[src/rtl/bin2bcd_seq_if.sv]
// Handshake and result bundle between the binary counter, the BCD converter
// and the seven-segment display stage.
interface bin2bcd_seq_if #(
    parameter int BIN_W  = 27,
    parameter int DIGITS = 8
) ();
    logic                  start;
    logic [BIN_W-1:0]      bin;
    logic                  busy;
    logic                  done;
    logic [4*DIGITS-1:0]   bcd;
    logic                  ovf;

    modport master (
        output start, bin,
        input  busy, done, bcd, ovf
    );

    modport slave (
        input  start, bin,
        output busy, done, bcd, ovf
    );
endinterface

[src/rtl/bin2bcd_seq.sv]
// Sequential shift-and-add-3 binary-to-BCD converter, one input bit per clock.
// Result and overflow flag are held until the next conversion completes.
module bin2bcd_seq #(
    parameter int BIN_W  = 27,
    parameter int DIGITS = 8
) (
    input  logic           sys_clk,
    input  logic           sys_rst_n,
    bin2bcd_seq_if.slave   bus
);
    localparam int ACC_W = 4 * DIGITS;
    localparam int CNT_W = (BIN_W > 1) ? $clog2(BIN_W) : 1;
    localparam logic [BIN_W-1:0] MAX_DEC  = BIN_W'(10 ** DIGITS - 1);
    localparam logic [CNT_W-1:0] CNT_LAST = CNT_W'(BIN_W - 1);

    typedef enum logic {
        IDLE,
        SHIFT
    } state_t;

    state_t              state, state_next;
    logic [CNT_W-1:0]    cnt;
    logic [BIN_W-1:0]    sreg;
    logic [ACC_W-1:0]    acc;
    logic [ACC_W-1:0]    acc_adj;
    logic [ACC_W-1:0]    acc_shift;
    logic                ovf_pend;
    logic [ACC_W-1:0]    bcd_q;
    logic                ovf_q;
    logic                done_q;
    logic                last;

    assign last = (state == SHIFT) && (cnt == CNT_LAST);

    // Add-3 correction on every digit before the shift; a carry out of the
    // top digit only occurs for out-of-range inputs, which are overridden.
    always_comb begin
        acc_adj = acc;
        for (int unsigned i = 0; i < DIGITS; i++) begin
            if (acc[4*i +: 4] >= 4'd5)
                acc_adj[4*i +: 4] = acc[4*i +: 4] + 4'd3;
        end
        acc_shift = {acc_adj[ACC_W-2:0], sreg[BIN_W-1]};
    end

    always_ff @(posedge sys_clk or negedge sys_rst_n) begin
        if (!sys_rst_n)
            state <= IDLE;
        else
            state <= state_next;
    end

    always_comb begin
        state_next = state;
        case (state)
            IDLE:    if (bus.start) state_next = SHIFT;
            SHIFT:   if (cnt == CNT_LAST) state_next = IDLE;
            default: state_next = IDLE;
        endcase
    end

    always_ff @(posedge sys_clk or negedge sys_rst_n) begin
        if (!sys_rst_n) begin
            cnt      <= '0;
            sreg     <= '0;
            acc      <= '0;
            ovf_pend <= 1'b0;
            bcd_q    <= '0;
            ovf_q    <= 1'b0;
            done_q   <= 1'b0;
        end else begin
            done_q <= 1'b0;
            if (state == IDLE) begin
                if (bus.start) begin
                    sreg     <= bus.bin;
                    acc      <= '0;
                    cnt      <= '0;
                    ovf_pend <= (bus.bin > MAX_DEC);
                end
            end else begin
                acc  <= acc_shift;
                sreg <= {sreg[BIN_W-2:0], 1'b0};
                cnt  <= cnt + 1'b1;
                if (last) begin
                    cnt    <= '0;
                    bcd_q  <= ovf_pend ? {DIGITS{4'h9}} : acc_shift;
                    ovf_q  <= ovf_pend;
                    done_q <= 1'b1;
                end
            end
        end
    end

    always_comb begin
        bus.busy = (state == SHIFT);
        bus.done = done_q;
        bus.bcd  = bcd_q;
        bus.ovf  = ovf_q;
    end
endmodule

[src/flat_wrapper.sv]
// flat-port wrapper written by rule: the top's interface ports become plain ports
module bin2bcd_seq_flat 
#(
    parameter int BIN_W  = 27,
    parameter int DIGITS = 8
)
  (sys_clk, sys_rst_n, bus_start, bus_bin, bus_busy, bus_done, bus_bcd, bus_ovf);
  bin2bcd_seq_if #(.BIN_W(BIN_W), .DIGITS(DIGITS)) bus_i ();
  input  logic sys_clk;
  input  logic sys_rst_n;
  input wire logic [$bits(bus_i.start)-1:0] bus_start;
  input wire logic [$bits(bus_i.bin)-1:0] bus_bin;
  output wire logic [$bits(bus_i.busy)-1:0] bus_busy;
  output wire logic [$bits(bus_i.done)-1:0] bus_done;
  output wire logic [$bits(bus_i.bcd)-1:0] bus_bcd;
  output wire logic [$bits(bus_i.ovf)-1:0] bus_ovf;
  assign bus_i.start = bus_start;
  assign bus_i.bin = bus_bin;
  assign bus_busy = bus_i.busy;
  assign bus_done = bus_i.done;
  assign bus_bcd = bus_i.bcd;
  assign bus_ovf = bus_i.ovf;
  bin2bcd_seq #(.BIN_W(BIN_W), .DIGITS(DIGITS)) u_core (.sys_clk(sys_clk), .sys_rst_n(sys_rst_n), .bus(bus_i));
endmodule
[config.mk]
export PLATFORM = sky130hd
export DESIGN_NAME = bin2bcd_seq_flat
export DESIGN_NICKNAME = d
export VERILOG_FILES = /design/src/rtl/bin2bcd_seq_if.sv /design/src/rtl/bin2bcd_seq.sv /design/src/flat_wrapper.sv
export SDC_FILE = /design/constraint.sdc
export NUM_CORES = 1
export LEC_CHECK = 0
export ABC_AREA = 1
export ABC_CLOCK_PERIOD_IN_PS = 1400
export BUFFER_PORTS_ARGS = -buffer_cell sky130_fd_sc_hd__buf_4
export CORE_MARGIN = 8
export CORE_UTILIZATION = 54
export CTS_BUF_LIST = sky130_fd_sc_hd__clkbuf_2
export DETAILED_ROUTE_END_ITERATION = 8
export PLACE_DENSITY = 0.88
export SLEW_MARGIN = 20
export SYNTH_ARGS = -nofsm -noshare
export SYNTH_HDL_FRONTEND = slang
export SYNTH_SLANG_ARGS = --single-unit
[constraint.sdc]
create_clock -name sys_clk -period 1.4 [get_ports sys_clk]
set_input_delay 0.21 -clock sys_clk [delete_from_list [all_inputs] [get_ports sys_clk]]
set_output_delay 0.21 -clock sys_clk [all_outputs]
set_load 0.1 [all_outputs]
Word level (Yosys, flattened, before mapping) --
Cells that the tools add are included.
Storage, ports and cells: flip-flop bits (word level) 100
Operators by class: $add $sub $neg 9, bitwise gates (word level) 1, muxes and demuxes 21, equal/unequal tests 1, order comparisons 9, reductions and logical operators 4
Operators with widths (number):
- two-way mux 32 bit | 3
- two-way mux 27 bit | 2
- >= comparator 4 x 3 -> 1 bit, second input constant | 8
- adder 4 x 2 -> 4 bit, second input constant | 7
- two-way mux 4 bit | 7
- greater-than comparator 27 bit, second input constant | 1
- two-way mux 5 bit | 3
- adder 5 x 1 -> 5 bit, second input constant | 1
- equality test 5 bit, second input constant | 1
- two-way mux 1 bit | 4
- AND reduction 2 bit | 2
- adder 3 x 2 -> 3 bit, second input constant | 1
- two-way mux 3 bit | 1
- case mux 1 bit (2 select lines) | 1
- nonzero test 2 bit | 1
- logical AND 1 bit | 1
- NOT 1 bit | 1

Logic depth before layout (Yosys ltp) --
Gate-level depths: netlist of the first run.
depth in word-level cells 4, mapped depth 9, gate-level depth less buffers 9

Least setup slack after synthesis of the first run --
No wires, ideal clock.
path kind register to register, start point register u_core.state (netlist: u_core.bus.busy), end point register u_core.bcd_q[10] (netlist: u_core.bus.bcd[10]), buffers on the path 2, setup time 0.074 ns, data arrival time 1.996 ns, setup slack -0.670 ns, data required time 1.326 ns, stages on the path, launching flop included 9, cells stage by stage dfrtp_1 buf_2 inv_2 nor2_8 inv_4 nor2_8 inv_4 buf_6 o21ai_2
Between the ends: word-level cells in the longest chain between the ends 2
RTL lines:
- start: declaration | line bin2bcd_seq.sv:21 | state_t state, state_next;
- start signal: assignment | line bin2bcd_seq.sv:50 | state <= state_next;
- logical AND 1 bit | line bin2bcd_seq.sv:33 | assign last = (state == SHIFT) && (cnt == CNT_LAST);
- AND reduction 2 bit (no line) *
- end signal: assignment | line bin2bcd_seq.sv:86 | bcd_q <= ovf_pend ? {DIGITS{4'h9}} : acc_shift;
- end: declaration | line bin2bcd_seq.sv:28 | logic [ACC_W-1:0] bcd_q;
Mark *: on every way between the ends. The rest lies on a longest branch, timed or not. A chain may end at the register's enable or synchronous reset.

Final worst setup path of the first run --
start point register u_core.state (netlist: u_core.bus.busy), end point output port bus_busy
RTL lines:
- end: declaration | line flat_wrapper.sv:13 | output wire logic [$bits(bus_i.busy)-1:0] bus_busy;
No word-level cell between the ends.

==> results.py, run 1 <==
metrics = {
    "synth": {
        "yosysMostFrequentCell": "nand2_1",
        "synth_edf_count": 0,
        "synth_seq_cells": 100,
        "synth_top_area_cell": "dfrtp_1",
        "ys_types": 26,
        "synth_nets": 576,
        "ys_warn_count": 0,
        "synth_ff_type": "dfrtp_1",
        "syn-cell-area_um2": 4740,
        "netlist_instances": 528,
        "synthTopCellsByArea": "dfrtp_1 (53%), nand2_1 (10%), inv_1 (5.0%)",
        "synth-seq-area-share_pct": 52.7,
        "synth_top_area_share_pct": 52.7,
        "synth_commonest_cells": "nand2_1 (129), dfrtp_1 (100), inv_1 (63)",
        "async_flop_share_pct": 100,
        "avgSynthCellArea_um2": 8.99,
    },
    "placement": {
        "dpl-instance-area_um2": 5580,
        "hpwl_mm": 8.31,
        "port_buffers": 64,
        "gp_congestion": 0.826,
        "pre_cts_ws_ns": -0.150,
    },
    "layout": {
        "final_nets": 745,
        "fin_util_pct": 86.9,
        "fillers": 367,
        "syn_to_final_growth_pct": 58.2,
        "design_area_um2": 7510,
        "n_antenna_cell": 0,
        "drive_above_1_share_pct": 42.6,
    },
    "worst_setup_path": {
        "cp-start-kind": "flop",
        "cp_max_fo": 2,
        "path_cells": "buf_8 -> buf_12",
        "worstSetupEndpoint": "bus_busy",
        "crit_family": "flip-flops",
        "rrSetupSlack_ns": -0.23,
        "setup.worst_path.start": "u_core.bus.busy$_DFF_PN0_",
        "crit_arrival_ns": 1.44,
        "critPathSlowestCell": "dfrtp_4",
        "path_depth": 2,
        "worstPathBufferInverterCount": 2,
        "reg2regPathDepth": 9,
        "critPathMaxStageDelay_ns": 0.56,
        "r2r_end": "u_core.bus.bcd[13]$_DFFE_PN0P_",
        "cp-end-kind": "output pin",
        "r2r-start": "u_core.cnt[0]$_DFFE_PN0P_",
        "worst-setup-path-type": "flop to output pin",
        "required_ns": 1.19,
    },
    "clocking": {
        "cts_made_buffers": 9,
        "clk_latency_ns": 0.63,
        "cts.sinks": 100,
        "cts_tree": "yes",
        "clock_path_buffers": 2,
        "htree_num_levels": 3,
        "clk_pin_slew_ns": 0.31,
        "root_buffer": "clkbuf_2",
    },
    "global_routing": {
        "grt_use_total_pct": 26.8,
        "use_met2_pct": 50.3,
        "grt_pass1_wl_mm": 24.8,
        "antenna_found_initial": 1,
        "busiest_layer": "met2",
        "grt_overflow": 0,
        "grt_max_degree": 52,
        "met1_usage_pct": 27.2,
        "grt_pass1_vias": 4934,
        "use_met3_pct": 5.98,
    },
    "floorplanning": {
        "core_um2": 8640,
        "fp.dieW_um": 110,
        "start_util_pct": 54.9,
        "die_y_um": 110,
        "ios": 65,
        "rows": 34,
        "die-area_um2": 12000,
    },
    "min_path": {
        "min_path_type": "input port to asynchronous set/reset pin",
    },
    "flow_run": {
        "maxCapViolCount": 0,
    },
    "timing": {
        "worst_pin_slew_ns": 0.350,
        "finalHoldViolCount": 0,
        "post-route-period-util_pct": 118,
        "setup_tns_ns": -10.26,
        "maxSlewViolCount": 0,
        "finClkSkew_ns": 0.0582,
        "period_needed_ns": 1.65,
        "rsz0062_at_grt": "yes",
        "slew_headroom_pct": 76.4,
        "setup_viol": 103,
        "fmax_mhz": 607,
        "worst_slack_ns": -0.247,
    },
    "run_status": {
        "violations": "negative setup slack",
        "outcome": "finished with violations",
    },
    "pwr": {
        "p_sw_w": 0.00926,
        "intPower_w": 0.00868,
        "vdd_drop_max_v": 0.00112,
        "p_leak_nw": 3.50,
        "seq_power_share_pct": 28.4,
        "netSwitchingFraction_pct": 51.6,
        "cellPowerDensity_nw_per_um2": 2390,
        "clkPwrFrac_pct": 7.2,
        "combPwrFrac_pct": 64.4,
    },
    "route": {
        "wl_mm": 19.1,
        "num_vias": 4998,
        "first_pass_iters": 7,
        "drt_iter0_drc": 403,
        "via_per_inst": 6.17,
        "routedWlPerCell_um": 23.5,
        "drc": 0,
        "ant_nets": 0,
    },
}
-- worst min-delay path by stage --
stage | start | end | slack [ns] | cells past startpoint
2_1_floorplan | sys_rst_n | u_core.acc[0]$_DFFE_PN0P_ | -0.09 | 0
3_3_place_gp | sys_rst_n | u_core.bus.bcd[2]$_DFFE_PN0P_ | 0.23 | 2
3_5_place_dp | sys_rst_n | u_core.bus.bcd[2]$_DFFE_PN0P_ | 0.24 | 2
4_1_cts | bus_bin[25] | u_core.sreg[25]$_DFFE_PN0P_ | 0.002 | 3
5_1_grt | sys_rst_n | u_core.bus.bcd[26]$_DFFE_PN0P_ | 0.17 | 3
6_report | sys_rst_n | u_core.acc[29]$_DFFE_PN0P_ | 0.11 | 3
-- power groups by stage --
stage                     Clock [W]  Combinational (W)  Sequential (W)
after CTS                   0.00120            0.00871         0.00478
after global placement            0            0.00673         0.00470
final                       0.00129             0.0116         0.00509
after detailed placement          0            0.00712         0.00478
after global routing        0.00137             0.0121         0.00515
after floorplan                   0            0.00358         0.00620
-- repair_timing --
action,CTS,global route
hold endpoints to repair,128,1
pin swaps,15,22
setup endpoints to repair,83,129
buffers inserted,26,21
hold buffers,28,1
cloned,5,3
resized for setup,179,112
-- cell families after synthesis --
family                     Yosys count  synth area share, %
and+or+nand+nor                    192                 17.2
AOI/OAI and AO/OA                  121                 16.0
DFF                                100                 52.7
adders and majority gates           18                 4.75
buffers and inverters               86                 7.30
xor gates and xnor gates            11                 2.03
-- cell type report --
| cell class | instances | area [um^2] | area share, % |
|---|---|---|---|
| clock buffers | 9 | 45.0 | 0.600 |
| repair buffers | 175 | 2020 | 26.9 |
| clock inverters | 7 | 42.5 | 0.567 |
| repair inverters | 1 | 11.3 | 0.150 |
| inverters | 68 | 275 | 3.67 |
| multi-input cells | 342 | 2470 | 32.9 |
| flip-flops and latches | 100 | 2510 | 33.5 |
| well taps | 108 | 135 | 1.80 |
-- sequential cells by signal, summed over array words and instances (netlist names) --
| signal | count |
|---|---|
| u_core.acc | 32 |
| u_core.bus.bcd | 32 |
| u_core.sreg | 27 |
| u_core.cnt | 5 |
| u_core.bus.busy | 1 |
| u_core.bus.done | 1 |
| u_core.bus.ovf | 1 |
| u_core.ovf_pend | 1 |
-- routing by layer --
layer / share of wire, % / vias up / wire length (um)
li1: - / 2078 / -
met1: 32 / 2418 / 6030
met2: 52 / 367 / 9840
met3: 8.8 / 133 / 1680
met4: 7.9 / 2 / 1510
met5: 0.068 / - / 13
-- cell usage in the layout (no fill, tap or decap), types with 5 or more instances in the layout --
cell,Yosys,layout
a22oi_1,7,7
ha_4,0,5
o211ai_1,7,7
nor2_1,30,22
buf_4,1,89
clkbuf_2,0,9
or2_2,7,7
o21ai_0,37,16
nand3_1,22,10
o221ai_1,10,10
nand2_1,129,113
o22ai_2,0,7
nor2_2,0,7
dlygate4sd3_1,0,29
o21ai_2,10,19
nand3_4,0,8
o21ai_4,0,5
o22ai_1,33,26
inv_1,63,44
o21ai_1,0,7
nand2_2,0,14
ha_1,18,10
inv_2,3,20
buf_6,1,7
buf_12,0,42
a21oi_2,0,15
dfrtp_1,100,95
-- worst min-delay path: stages --
cell and delay [ns]:
dlygate4sd3_1 0.57, buf_4 0.16, buf_12 0.27
-- through the flow --
stage / power (W) / instances / hold WS (ns)
floorplan: 0.00978 / 528 / -0.0856
global placement: 0.0114 / 712 / 0.229
detailed placement: 0.0119 / 712 / 0.238
CTS: 0.0147 / 787 / 0.00157
global route: 0.0186 / 810 / 0.166
finish: 0.0179 / 810 / 0.113
Note: power is estimated with default switching activity, not from simulation.
==> run 2: changes to the inputs <==
--- a/config.mk
+++ b/config.mk
@@ -9,10 +9,10 @@
 export ABC_CLOCK_PERIOD_IN_PS = 1400
 export BUFFER_PORTS_ARGS = -buffer_cell sky130_fd_sc_hd__buf_4
 export CORE_MARGIN = 8
-export CORE_UTILIZATION = 54
+export CORE_UTILIZATION = 42
 export CTS_BUF_LIST = sky130_fd_sc_hd__clkbuf_2
 export DETAILED_ROUTE_END_ITERATION = 8
-export PLACE_DENSITY = 0.88
+export PLACE_DENSITY = 0.73
 export SLEW_MARGIN = 20
 export SYNTH_ARGS = -nofsm -noshare
 export SYNTH_HDL_FRONTEND = slang
==> run 2 against run 1 <==
Effect of this change: the run still ends with negative setup slack left; wire length shrank 19%; final cell count is 5.3% higher; register-to-register slack better by 0.16 ns; combinational power is essentially flat; non-clock buffer count up 9; final area up 3.4%; sequential power down 3%; first-iteration DRC count fell by 20%; global-route usage down 8.1 points; count of clock-buffer cells in the layout stayed put; maximum frequency rose by 1.3%.
==> results.py, run 2 (synthesis results as in run 1) <==
metrics = {
    "worst_setup_path": {
        "cp_max_fo": 2,
        "crit_arrival_ns": 1.42,
        "cp-start-kind": "flop",
        "r2r-start": "u_core.cnt[0]$_DFFE_PN0P_",
        "path_cells": "buf_6 -> buf_12",
        "critPathMaxStageDelay_ns": 0.54,
        "setup.worst_path.start": "u_core.bus.busy$_DFF_PN0_",
        "worst-setup-path-type": "flop to output pin",
        "crit_family": "flip-flops",
        "cp-end-kind": "output pin",
        "worstPathBufferInverterCount": 2,
        "required_ns": 1.19,
        "critPathSlowestCell": "dfrtp_4",
    },
    "floorplanning": {
        "die_y_um": 122,
        "core_um2": 11200,
        "rows": 39,
        "ios": 65,
        "die-area_um2": 15000,
        "start_util_pct": 42.3,
        "fp.dieW_um": 122,
    },
    "placement": {
        "hpwl_mm": 8.35,
        "gp_congestion": 0.811,
        "pre_cts_ws_ns": -0.114,
        "port_buffers": 64,
    },
    "route": {
        "num_vias": 4525,
        "first_pass_iters": 4,
        "via_per_inst": 5.30,
        "wl_mm": 15.4,
        "ant_nets": 0,
        "drt_iter0_drc": 322,
        "routedWlPerCell_um": 18.1,
        "drc": 0,
    },
    "clocking": {
        "clock_path_buffers": 2,
        "clk_pin_slew_ns": 0.26,
        "cts_tree": "yes",
        "htree_num_levels": 3,
        "cts.sinks": 100,
        "clk_latency_ns": 0.62,
        "cts_made_buffers": 9,
        "root_buffer": "clkbuf_2",
    },
    "timing": {
        "finalHoldViolCount": 0,
        "slew_headroom_pct": 76.7,
        "fmax_mhz": 615,
        "maxSlewViolCount": 0,
        "worst_slack_ns": -0.227,
        "post-route-period-util_pct": 116,
        "finClkSkew_ns": 0.0392,
        "worst_pin_slew_ns": 0.346,
        "setup_viol": 64,
        "rsz0062_at_grt": "yes",
        "hold_ws_ns": 0.372,
        "period_needed_ns": 1.63,
    },
    "pwr": {
        "p_leak_nw": 3.58,
        "vdd_drop_max_v": 0.00149,
        "total_power_w": 0.0177,
        "cellPowerDensity_nw_per_um2": 2280,
    },
    "layout": {
        "drive_above_1_share_pct": 45.5,
        "fillers": 745,
        "seqCellArea_um2": 2510,
        "syn_to_final_growth_pct": 63.6,
        "fin_util_pct": 69.1,
        "n_antenna_cell": 0,
        "final_nets": 753,
        "multiInputGateArea_um2": 2560,
        "layout_commonest_cell": "nand2_1",
        "final_cell_mix": "nand2_1 (101), dfrtp_1 (95), buf_4 (94)",
    },
    "run_status": {
        "violations": "negative setup slack",
        "outcome": "finished with violations",
    },
    "global_routing": {
        "grt_pass1_vias": 4730,
        "antenna_found_initial": 0,
        "grt_max_degree": 34,
        "grt_pass1_wl_mm": 22.3,
        "grt_use_total_pct": 18.6,
        "grt_overflow": 0,
    },
    "flow_run": {
        "maxCapViolCount": 0,
    },
    "min_path": {
        "min_path_type": "input port to flop",
        "min-delay-start": "bus_bin[14]",
    },
}
## run 2: cell count changes in the layout (fill, tap and decap cells not counted), moves of 4 or more
cell,change
nand2_1,-12
nand2_2,+9
nor2_2,-6
buf_4,+5
buf_6,+5
nor2_4,+5
o21ai_1,-5
o21ai_0,+4
o21ai_2,+4
o22ai_1,-4
o22ai_2,+4
## run 2: final timing paths
kind	end	slack [ns]	cells after the start
min	u_core.sreg[14]$_DFFE_PN0P_	0.37	4
max reg2reg	u_core.bus.bcd[3]$_DFFE_PN0P_	-0.07	9
min reg2reg	u_core.sreg[12]$_DFFE_PN0P_	0.51	2
max in group asynchronous	u_core.bus.bcd[16]$_DFFE_PN0P_	0.32	4
min in group asynchronous	u_core.acc[29]$_DFFE_PN0P_	0.50	3
max	bus_busy	-0.23	2
## run 2: worst register-to-register path: stages, from the launching register on
cell and delay (ns):
dfrtp_1 0.44, inv_1 0.06, ha_2 0.18, nand4_4 0.11
nor2_8 0.14, inv_6 0.05, nor2_8 0.10, buf_12 0.14
buf_12 0.14, a21oi_2 0.06
## run 2: layout make-up
class,instances,share of cell area (%)
clock inverter,7,0.951
multi-input combinational,342,33.0
timing repair buffer,184,27.1
clock buffer,9,0.580
sequential,100,32.4
tap,143,2.31
inverter,68,3.72
## run 2: repair_timing
action / 4_1_cts / 5_1_grt
pin swaps: 10 / 18
hold buffers: 30 / 1
endpoints found under the setup margin: 90 / 122
endpoints found under the hold margin: 129 / 17
buffers inserted: 13 / 26
gates cloned: 3 / 3
gates resized for setup: 196 / 117
## run 2: through the flow
stage               instances  setup TNS (ns)  area (um^2)
floorplan                 528           -5.75         4780
global placement          767         -0.0769         5760
detailed placement        767           -1.61         5760
CTS                       829           -5.63         7070
global route              853          -11.17         7760
finish                    853           -4.60         7760
## run 2: report_power, final
part | leakage [nW] | switching, W | internal [W] | total (W)
Combinational | 2.28 | 0.00656 | 0.00471 | 0.0113
Sequential | 1.23 | 0.000911 | 0.00401 | 0.00492
Clock | 0.0679 | 0.00105 | 0.000421 | 0.00147
## run 2: metal layers
metal	wire (um)	up-vias	part of all wire, %	global-route usage [%]
met3	869	31	5.6	5.52
met1	5810	2264	38	20.4
li1	-	2097	-	-
met2	8340	133	54	33.7
met4	378	0	2.5	6.40
met5	0	-	0	0
==> run 3: changes to the inputs <==
--- a/config.mk
+++ b/config.mk
@@ -5,7 +5,6 @@
 export SDC_FILE = /design/constraint.sdc
 export NUM_CORES = 1
 export LEC_CHECK = 0
-export ABC_AREA = 1
 export ABC_CLOCK_PERIOD_IN_PS = 1400
 export BUFFER_PORTS_ARGS = -buffer_cell sky130_fd_sc_hd__buf_4
 export CORE_MARGIN = 8
==> constraint.sdc (replaced) <==
create_clock -name sys_clk -period 1.4 [get_ports sys_clk]
set_input_delay 0.21 -clock sys_clk [delete_from_list [all_inputs] [get_ports sys_clk]]
set_output_delay 0.21 -clock sys_clk [all_outputs]
set_load 0.005 [all_outputs]
==> run 3 against run 2 <==
Effect of this change: the flow still finishes with violations (negative setup slack); via count down 5.0%; maximum frequency down 0.88%; global-route usage down 0.79 points; count of clock-buffer cells in the layout up 2; sequential cell count unchanged; power down 3.9%; highest routed layer unchanged; largest cell class unchanged; sequential share of layout area up 1.5 points; combinational power down 12%; clock power up 6%; worst setup slack worse by 0.014 ns; final cell count down 7.3%; hold slack worse by 0.22 ns; critical path type is now flop to flop.
==> results.py, run 3 <==
metrics = {
    "clocking": {
        "clk_latency_ns": 0.59,
        "cts_tree": "yes",
        "clock_path_buffers": 2,
        "htree_num_levels": 3,
        "cts_made_buffers": 9,
        "clk_pin_slew_ns": 0.28,
        "root_buffer": "clkbuf_2",
        "cts.sinks": 100,
    },
    "route": {
        "ant_nets": 0,
        "drc": 0,
        "num_vias": 4297,
        "wl_mm": 14.5,
        "routedWlPerCell_um": 18.4,
        "drt_iter0_drc": 322,
        "first_pass_iters": 4,
        "via_per_inst": 5.43,
    },
    "pwr": {
        "total_power_w": 0.0170,
        "netSwitchingFraction_pct": 38.6,
        "vdd_drop_max_v": 0.00121,
        "p_sw_w": 0.00656,
        "seq_power_share_pct": 32.3,
        "clkPwrFrac_pct": 9.2,
        "combPwrFrac_pct": 58.5,
        "p_leak_nw": 3.50,
        "cellPowerDensity_nw_per_um2": 2290,
        "intPower_w": 0.0104,
    },
    "layout": {
        "layout_commonest_cell": "buf_4",
        "syn_to_final_growth_pct": 53.1,
        "final_cell_mix": "buf_4 (100), dfrtp_1 (97), nand2_1 (55)",
        "drive_above_1_share_pct": 41.0,
        "finalNonFillerCells": 791,
        "design_area_um2": 7410,
        "final_nets": 690,
        "fin_util_pct": 65.5,
    },
    "floorplanning": {
        "core_um2": 11300,
        "die_y_um": 123,
        "start_util_pct": 42.8,
        "fp.dieW_um": 123,
        "ios": 65,
        "rows": 39,
        "die-area_um2": 15200,
    },
    "synth": {
        "synthTopCellsByArea": "dfrtp_1 (52%), mux2i_1 (8.7%), ha_1 (4.7%)",
        "synth_nets": 515,
        "synth_seq_cells": 100,
        "yosysMostFrequentCell": "dfrtp_1",
        "synth_top_area_share_pct": 51.7,
        "synth_commonest_cells": "dfrtp_1 (100), nand2_1 (56), mux2i_1 (42)",
        "synth_ff_type": "dfrtp_1",
        "async_flop_share_pct": 100,
        "synth_edf_count": 0,
        "syn-cell-area_um2": 4840,
        "synth_top_area_cell": "dfrtp_1",
        "ys_types": 34,
        "ys_warn_count": 0,
        "synth-seq-area-share_pct": 51.7,
        "avgSynthCellArea_um2": 10.4,
        "netlist_instances": 467,
    },
    "global_routing": {
        "grt_max_degree": 38,
        "grt_pass1_vias": 4278,
        "antenna_found_initial": 0,
        "grt_overflow": 0,
        "grt_pass1_wl_mm": 21.6,
        "grt_use_total_pct": 17.9,
    },
    "timing": {
        "finalHoldViolCount": 0,
        "fmax_mhz": 609,
        "period_needed_ns": 1.64,
        "finClkSkew_ns": 0.0376,
        "rsz0062_at_grt": "yes",
        "slew_headroom_pct": 52.5,
        "worst_pin_slew_ns": 0.710,
        "post-route-period-util_pct": 117,
        "hold_ws_ns": 0.148,
        "setup_viol": 52,
        "worst_slack_ns": -0.241,
        "maxSlewViolCount": 0,
    },
    "placement": {
        "placed_cells": 694,
        "gp_congestion": 0.790,
        "hpwl_mm": 7.99,
        "dpl-instance-area_um2": 5830,
        "port_buffers": 64,
    },
    "worst_setup_path": {
        "crit_arrival_ns": 2.16,
        "worstSetupEndpoint": "u_core.bus.bcd[15]$_DFFE_PN0P_",
        "r2r-start": "u_core.cnt[0]$_DFFE_PN0P_",
        "r2r_end": "u_core.bus.bcd[15]$_DFFE_PN0P_",
        "cp_max_fo": 7,
        "worst-setup-path-type": "flop to flop",
        "cp-start-kind": "flop",
        "setup.worst_path.start": "u_core.cnt[0]$_DFFE_PN0P_",
        "cp-end-kind": "flop",
        "required_ns": 1.92,
        "rrSetupSlack_ns": -0.24,
        "reg2regPathDepth": 8,
    },
    "min_path": {
        "min_path_type": "input port to asynchronous set/reset pin",
    },
    "run_status": {
        "violations": "negative setup slack",
        "outcome": "finished with violations",
    },
    "flow_run": {
        "maxCapViolCount": 0,
    },
}
==> run 3: cell count changes in the layout (fill, tap and decap cells not counted), moves of 12 or more <==
cell     before  now
nand2_1     101   55
inv_1        47    4
mux2i_1       0   35
buf_12       41    8
buf_6        12   42
a22o_1        0   24
nand2_2      23    1
o22ai_1      22    1
a21oi_1       1   20
o21ai_2      23    6
a21o_1        0   16
o21ai_0      20   33
a21oi_2      16    4
==> run 3: how the worst min path moves through the flow <==
stage	slack [ns]	end	start	cells after the start
after floorplan	-0.09	u_core.acc[0]$_DFFE_PN0P_	sys_rst_n	0
after global placement	0.12	u_core.acc[11]$_DFFE_PN0P_	sys_rst_n	1
after detailed placement	0.12	u_core.acc[11]$_DFFE_PN0P_	sys_rst_n	1
after CTS	0.10	u_core.acc[31]$_DFFE_PN0P_	sys_rst_n	3
after global routing	0.11	u_core.bus.bcd[31]$_DFFE_PN0P_	sys_rst_n	3
final	0.15	u_core.acc[31]$_DFFE_PN0P_	sys_rst_n	3
==> run 3: timing repair <==
item	4_1_cts	5_1_grt
hold endpoints to repair	131	0
setup endpoints to repair	79	99
pin swaps	26	20
setup buffers	21	22
hold buffers	31	0
cloned	4	2
gates resized for setup	95	77
==> run 3: critical path, stage by stage (launching register included) <==
cell and delay, ns:
dfrtp_1 0.46, inv_1 0.07, ha_2 0.17, and4b_2 0.27, nand2_4 0.12, buf_12 0.19, inv_16 0.08, nor2_2 0.04
a31oi_1 0.17
==> run 3: kinds of logic after synthesis <==
group                      Yosys count  synth area share (%)
AOI/OAI and AO/OA                  133                  17.5
and+or+nand+nor                    120                  11.4
DFF                                100                  51.7
buffers and inverters               45                  4.44
muxes                               42                  8.68
adders and majority gates           18                  4.65
xor gates and xnor gates             9                  1.63
==> run 3: layout make-up <==
class	count	area [um^2]
Multi-Input combinational cell	322	2660
Inverter	20	91.3
Sequential cell	100	2510
Timing Repair inverter	3	38.8
Clock inverter	5	76.3
Timing Repair Buffer	186	1800
Antenna cell	1	2.50
Fill cell	831	3910
Tap cell	143	179
Clock buffer	11	55.1
==> run 3: metal layers <==
metal	vias up	track usage, %	wire (um)
met3	30	3.97	675
met1	2145	21.9	5950
met4	0	5.19	296
li1	2000	-	-
met2	122	30.9	7610
met5	-	0	0
==> run 3: through the flow <==
stage | setup TNS, ns | setup slack, ns
final | -6.77 | -0.241
after global routing | -10.67 | -0.282
after CTS | -5.42 | -0.212
after detailed placement | -3.55 | -0.158
after global placement | -1.38 | -0.0642
after floorplan | -0.740 | -0.0624
==> run 3: power by group through the flow <==
stage / registers (W) / logic, W / clock network (W)
3_5_place_dp: 0.00523 / 0.00650 / 0
2_1_floorplan: 0.00505 / 0.00400 / 0
4_1_cts: 0.00529 / 0.00815 / 0.00159
6_report: 0.00548 / 0.00993 / 0.00156
3_3_place_gp: 0.00518 / 0.00619 / 0
5_1_grt: 0.00561 / 0.0107 / 0.00171
